`src/rtl/alu_pipe.sv`:
```
// Handshaked ALU: single-cycle arithmetic/logic ops plus an iterative
// shift-add multiply, with a one-entry result register under backpressure.
module alu_pipe #(
    parameter int WIDTH = 8
) (
    input  logic             clk,
    input  logic             rst_n,
    input  logic             in_valid,
    output logic             in_ready,
    input  logic [WIDTH-1:0] A,
    input  logic [WIDTH-1:0] B,
    input  logic             c_in,
    input  logic [3:0]       Op,
    output logic             out_valid,
    input  logic             out_ready,
    output logic [WIDTH-1:0] R,
    output logic             zero,
    output logic             carry,
    output logic             sign,
    output logic             overflow
);

    localparam int CW = (WIDTH > 2) ? $clog2(WIDTH) : 1;

    typedef enum logic [1:0] {IDLE, MUL, HOLD} state_e;

    state_e             state_q;
    logic [WIDTH-1:0]   r_q;
    logic               carry_q;
    logic               ovf_q;
    logic [2*WIDTH-1:0] acc_q;
    logic [2*WIDTH-1:0] mcand_q;
    logic [WIDTH-1:0]   mplier_q;
    logic [CW-1:0]      cnt_q;

    logic               accept;
    logic               is_mul;
    logic [2*WIDTH-1:0] acc_d;

    logic [WIDTH-1:0]   x, y, r_d;
    logic               ci, is_arith, is_sub;
    logic               carry_d, ovf_d;
    logic [WIDTH:0]     zsum;

    assign in_ready  = (state_q == IDLE) | ((state_q == HOLD) & out_ready);
    assign accept    = in_valid & in_ready;
    assign is_mul    = (Op == 4'h9);
    assign acc_d     = acc_q + (mplier_q[0] ? mcand_q : '0);

    assign out_valid = (state_q == HOLD);
    assign R         = r_q;
    assign carry     = carry_q;
    assign overflow  = ovf_q;
    assign sign      = r_q[WIDTH-1];
    assign zero      = out_valid & ~|r_q;

    // Every arithmetic op is folded into x + y + ci on one adder.
    always_comb begin
        x        = A;
        y        = '0;
        ci       = c_in;
        is_arith = 1'b0;
        is_sub   = 1'b0;
        r_d      = '0;
        carry_d  = 1'b0;
        ovf_d    = 1'b0;
        unique case (Op)
            4'h0: is_arith = 1'b1;
            4'h1: begin
                x        = ~A;
                y        = WIDTH'(1);
                is_arith = 1'b1;
            end
            4'h2: begin
                y        = B;
                is_arith = 1'b1;
            end
            4'h3: begin
                y        = WIDTH'(1);
                is_arith = 1'b1;
            end
            4'h4: r_d = A & B;
            4'h5: r_d = A | B;
            4'h6: r_d = A ^ B;
            4'h7: r_d = ~A;
            4'h8: begin
                y        = ~B;
                ci       = ~c_in;
                is_arith = 1'b1;
                is_sub   = 1'b1;
            end
            default: ;
        endcase
        zsum = {1'b0, x} + {1'b0, y} + (WIDTH+1)'(ci);
        if (is_arith) begin
            r_d     = zsum[WIDTH-1:0];
            carry_d = zsum[WIDTH] ^ is_sub;
            ovf_d   = (x[WIDTH-1] == y[WIDTH-1]) &
                      (zsum[WIDTH-1] != x[WIDTH-1]);
        end
    end

    always_ff @(posedge clk or negedge rst_n) begin
        if (!rst_n) begin
            state_q  <= IDLE;
            r_q      <= '0;
            carry_q  <= 1'b0;
            ovf_q    <= 1'b0;
            acc_q    <= '0;
            mcand_q  <= '0;
            mplier_q <= '0;
            cnt_q    <= '0;
        end else begin
            unique case (state_q)
                MUL: begin
                    acc_q    <= acc_d;
                    mcand_q  <= mcand_q << 1;
                    mplier_q <= mplier_q >> 1;
                    cnt_q    <= cnt_q + 1'b1;
                    if (cnt_q == CW'(WIDTH-1)) begin
                        state_q <= HOLD;
                        r_q     <= acc_d[WIDTH-1:0];
                        carry_q <= |acc_d[2*WIDTH-1:WIDTH];
                        ovf_q   <= 1'b0;
                    end
                end
                HOLD: begin
                    if (out_ready) state_q <= IDLE;
                end
                default: ;
            endcase
            // Accept only happens in IDLE or a draining HOLD.
            if (accept) begin
                if (is_mul) begin
                    state_q  <= MUL;
                    acc_q    <= '0;
                    mcand_q  <= {{WIDTH{1'b0}}, A};
                    mplier_q <= B;
                    cnt_q    <= '0;
                end else begin
                    state_q <= HOLD;
                    r_q     <= r_d;
                    carry_q <= carry_d;
                    ovf_q   <= ovf_d;
                end
            end
        end
    end

endmodule
```
`config.mk`:
```
export PLATFORM = sky130hd
export DESIGN_NAME = alu_pipe
export DESIGN_NICKNAME = d
export VERILOG_FILES = /design/src/rtl/alu_pipe.sv
export SDC_FILE = /design/constraint.sdc
export NUM_CORES = 1
export LEC_CHECK = 0
export ABC_AREA = 0
export CAP_MARGIN = 20
export CELL_PAD_IN_SITES_DETAIL_PLACEMENT = 2
export CELL_PAD_IN_SITES_GLOBAL_PLACEMENT = 2
export CORE_MARGIN = 10
export CORE_UTILIZATION = 42
export DETAILED_ROUTE_END_ITERATION = 10
export DONT_BUFFER_PORTS = 1
export PLACE_DENSITY_LB_ADDON = 0.3
export SYNTH_ARGS = -nofsm -noshare
export SYNTH_HDL_FRONTEND = slang
export SYNTH_SLANG_ARGS = --single-unit
```
`constraint.sdc`:
```
create_clock -name clk -period 6.24 [get_ports clk]
set_clock_uncertainty 0.15 [all_clocks]
set_input_delay 0.312 -clock clk [delete_from_list [all_inputs] [get_ports clk]]
set_output_delay 0.312 -clock clk [all_outputs]
set_load 0.01 [all_outputs]
```
==> summary.txt <==
largest net degree at the start of global routing - 56
Root Driver - clkbuf_8
synth warn - 0
final net count - 573
Placed Cells - 622
DRC errors left - 0
1st-pass router iterations - 4
Setup TNS Final - 0 ns
crit-path cells - and2_1 > ha_1 > fa_1 > a21oi_2 > o21ai_2 > a21oi_4 > o311ai_1 > or3_1 > a21oi_2 > xnor2_1 > nor4_1 > o31ai_1
Worst-path clk slew - 0.11 ns
sequential area share after synthesis - 32.26%
Die Wd - 120.8 um
status - finished, final reports clean
most common cell in the netlist - nand2_1
placed cell area - 0.004358 sq mm
final setup fails - 0
Post-synth top cells - nand2_1 (91), dfrtp_1 (55), a21oi_1 (51), nor2_1 (51), ha_1 (40)
TritonCTS Buffers - 5
sequential fraction of design power - 38.9%
overall power - 1.672 mW
Worst setup SP type - flop
Multi-input gate area - 0.002680 sq mm
antenna cells - 0
fin crit share - 60.18%
hold slack - 0.002448 ns
Reg-to-Reg End - carry
Fin. Hold Viols - 0
critical path required time - 6.28 ns
achievable frequency - 266.3 MHz
initial core utilization - 43.45%
Worst Setup SP - mplier_q[0]
Die Height - 120.8 um
Yosys reg bits - 55
Post-synth EDFFs - 0
Detail Placement HPWL - 10,670 um
post-route design area - 0.004613 sq mm
Placement Setup Slack - 2.432 ns
Non-Filler Instances - 639
Die ar. - 0.01459 sq mm
Rows - 36
Leak - 2.091 nW
Layout area overhead - 8.123%
Buf/Inv on CP - 0
routed vias - 3,715
postcts setup bufs - 0
CTS sink count - 55
GR Util All Layers - 19.84%
Clock power frac - 17.1%
Placeable Area - 0.009819 sq mm
WP depth - 12
Synth cell types - 49
most used cell, CP - a21oi_2
synth top area cells - dfrtp_1 (32%), ha_1 (12%), nand2_1 (8.0%), a21oi_1 (6.0%), xnor2_1 (5.7%)
Yosys top cell by area - dfrtp_1
area share of the largest cell type after synthesis - 32.26%
fin. max-slew vios - 0
WL final - 14,710 um
worst reg-to-reg path cell count - 12
Mapped Cells - 510
Top Ports - 39
post_cts resized - 0
final worst slack - 2.485 ns
Worst-Skew Late Latency - 0.32 ns
max-capacitance violation count - 0
TritonCTS clock tree - yes
VDD IR max - 0.1549 mV
reg2reg start - mplier_q[0]
Cell Area, Synth - 0.004267 sq mm
Worst Path Max Fanout - 17
Slew headroom - 39.49%
main flop type after synthesis - dfrtp_1
first-pass GRT wire length - 23,170 um
reg2reg setup slack - 2.48 ns
CP max stage cell - dfrtp_1
RSZ-0062 raised after global routing - false
P_sw - 0.7338 mW
share of cells above drive strength 1 - 7.115%
maximum root-to-sink buffer count - 2
worst slew pin tran - 0.9028 ns
final core occ - 46.98%
vias in the first global route - 4,224
Post-synth ARST share - 100.0%
Mapped Avg Cell Area - 8.366 sq um
DR iter-0 viols - 170
syn nets - 578
CP Capture Point - carry
post-layout min period - 3.755 ns
crit path DAT - 3.80 ns
Hold/Removal Path Class - input port to flop
Worst Setup End Kind - flop
gpl congestion - 0.8581
register area - 0.001376 sq mm
filler cell count - 1,115
initial antenna violation count - 0
Comb power frac - 44.0%
CTS HTree Levels - 2
grt ovf - 0
sw frac - 43.88%
wire per inst - 23.02 um
hold buffers post-CTS - 7
delay-heaviest family, CP - simple AND/OR/NAND/NOR gates
Routed Antenna Nets - 0
P per Cell Area - 362.5 mW/mm^2
Setup CP Type - flop to flop
Cell Int Power - 0.9386 mW
via/cell ratio - 5.814
largest stage delay on the critical path - 0.57 ns
input/output buffers - 0
[registers in the layout, summed over array words and instances, names as in the netlist]
register,cells
acc_q,16
mcand_q,16
R,8
mplier_q,8
cnt_q,3
state_q,2
carry,1
overflow,1
[cell usage in the layout (no fill, tap or decap), drive strengths merged, types with 4 or more instances in the layout]
cell type	Yosys	final
a21o	5	5
a21oi	55	55
a31oi	15	15
and2	15	15
buf	4	5
clkbuf	19	6
dfrtp	55	55
dlygate4sd3	0	6
ha	40	40
inv	32	32
mux2i	5	5
mux4	8	8
nand2	91	91
nand2b	7	7
nand3	10	10
nor2	52	52
nor2b	9	9
nor3	5	5
nor4	5	5
o21ai	12	12
o21bai	4	4
xnor2	28	28
xor2	4	4
[power by group through the flow]
stage                     clock, mW  sequential (mW)  combinational (mW)
after detailed placement          0            0.655               0.692
after CTS                     0.289            0.650               0.712
after global placement            0            0.640               0.638
after floorplan                   0            0.592               0.538
final                         0.285            0.651               0.736
after global routing          0.303            0.670               0.818
[layout make-up]
class,instances,share of cell area (%)
sequential,55,29.83
multi-input combinational,400,58.10
timing repair buffer,11,2.983
clock buffer,6,1.573
clock inverter,2,1.302
inverter,32,2.604
tap,133,3.607
[cells by family after synthesis]
| family | count (synthesis) | synth area share, % |
|---|---|---|
| and+or+nand+nor | 203 | 21.55 |
| AOI/OAI and AO/OA | 109 | 15.98 |
| buffers and inverters | 55 | 5.103 |
| DFF | 55 | 32.26 |
| adders and majority gates | 43 | 13.14 |
| xor gates and xnor gates | 32 | 6.569 |
| muxes | 13 | 5.396 |
[per-layer routing]
| layer | vias up | share of wire, % | global-route usage [%] |
|---|---|---|---|
| met5 | - | 0 | 0 |
| met4 | 0 | 3.1 | 6.335 |
| met3 | 29 | 4.2 | 4.281 |
| met2 | 64 | 51 | 35.29 |
| met1 | 1897 | 41 | 23.15 |
| li1 | 1725 | - | - |
[worst register-to-register path: stages (launching register included)]
cell	delay, ns
dfrtp_1	0.57
and2_1	0.24
ha_1	0.22
fa_1	0.46
a21oi_2	0.24
o21ai_2	0.09
a21oi_4	0.17
o311ai_1	0.18
or3_1	0.36
a21oi_2	0.14
xnor2_1	0.10
nor4_1	0.56
o31ai_1	0.15
[worst min path at each step]
| stage | start | end | depth (start not counted) |
|---|---|---|---|
| floorplan | rst_n | R[0] | 0 |
| global placement | rst_n | acc_q[10] | 0 |
| detailed placement | rst_n | acc_q[8] | 0 |
| CTS | B[3] | mplier_q[3] | 2 |
| global route | B[3] | mplier_q[3] | 2 |
| finish | B[3] | mplier_q[3] | 2 |
Note: power is estimated with default switching activity, not from simulation.
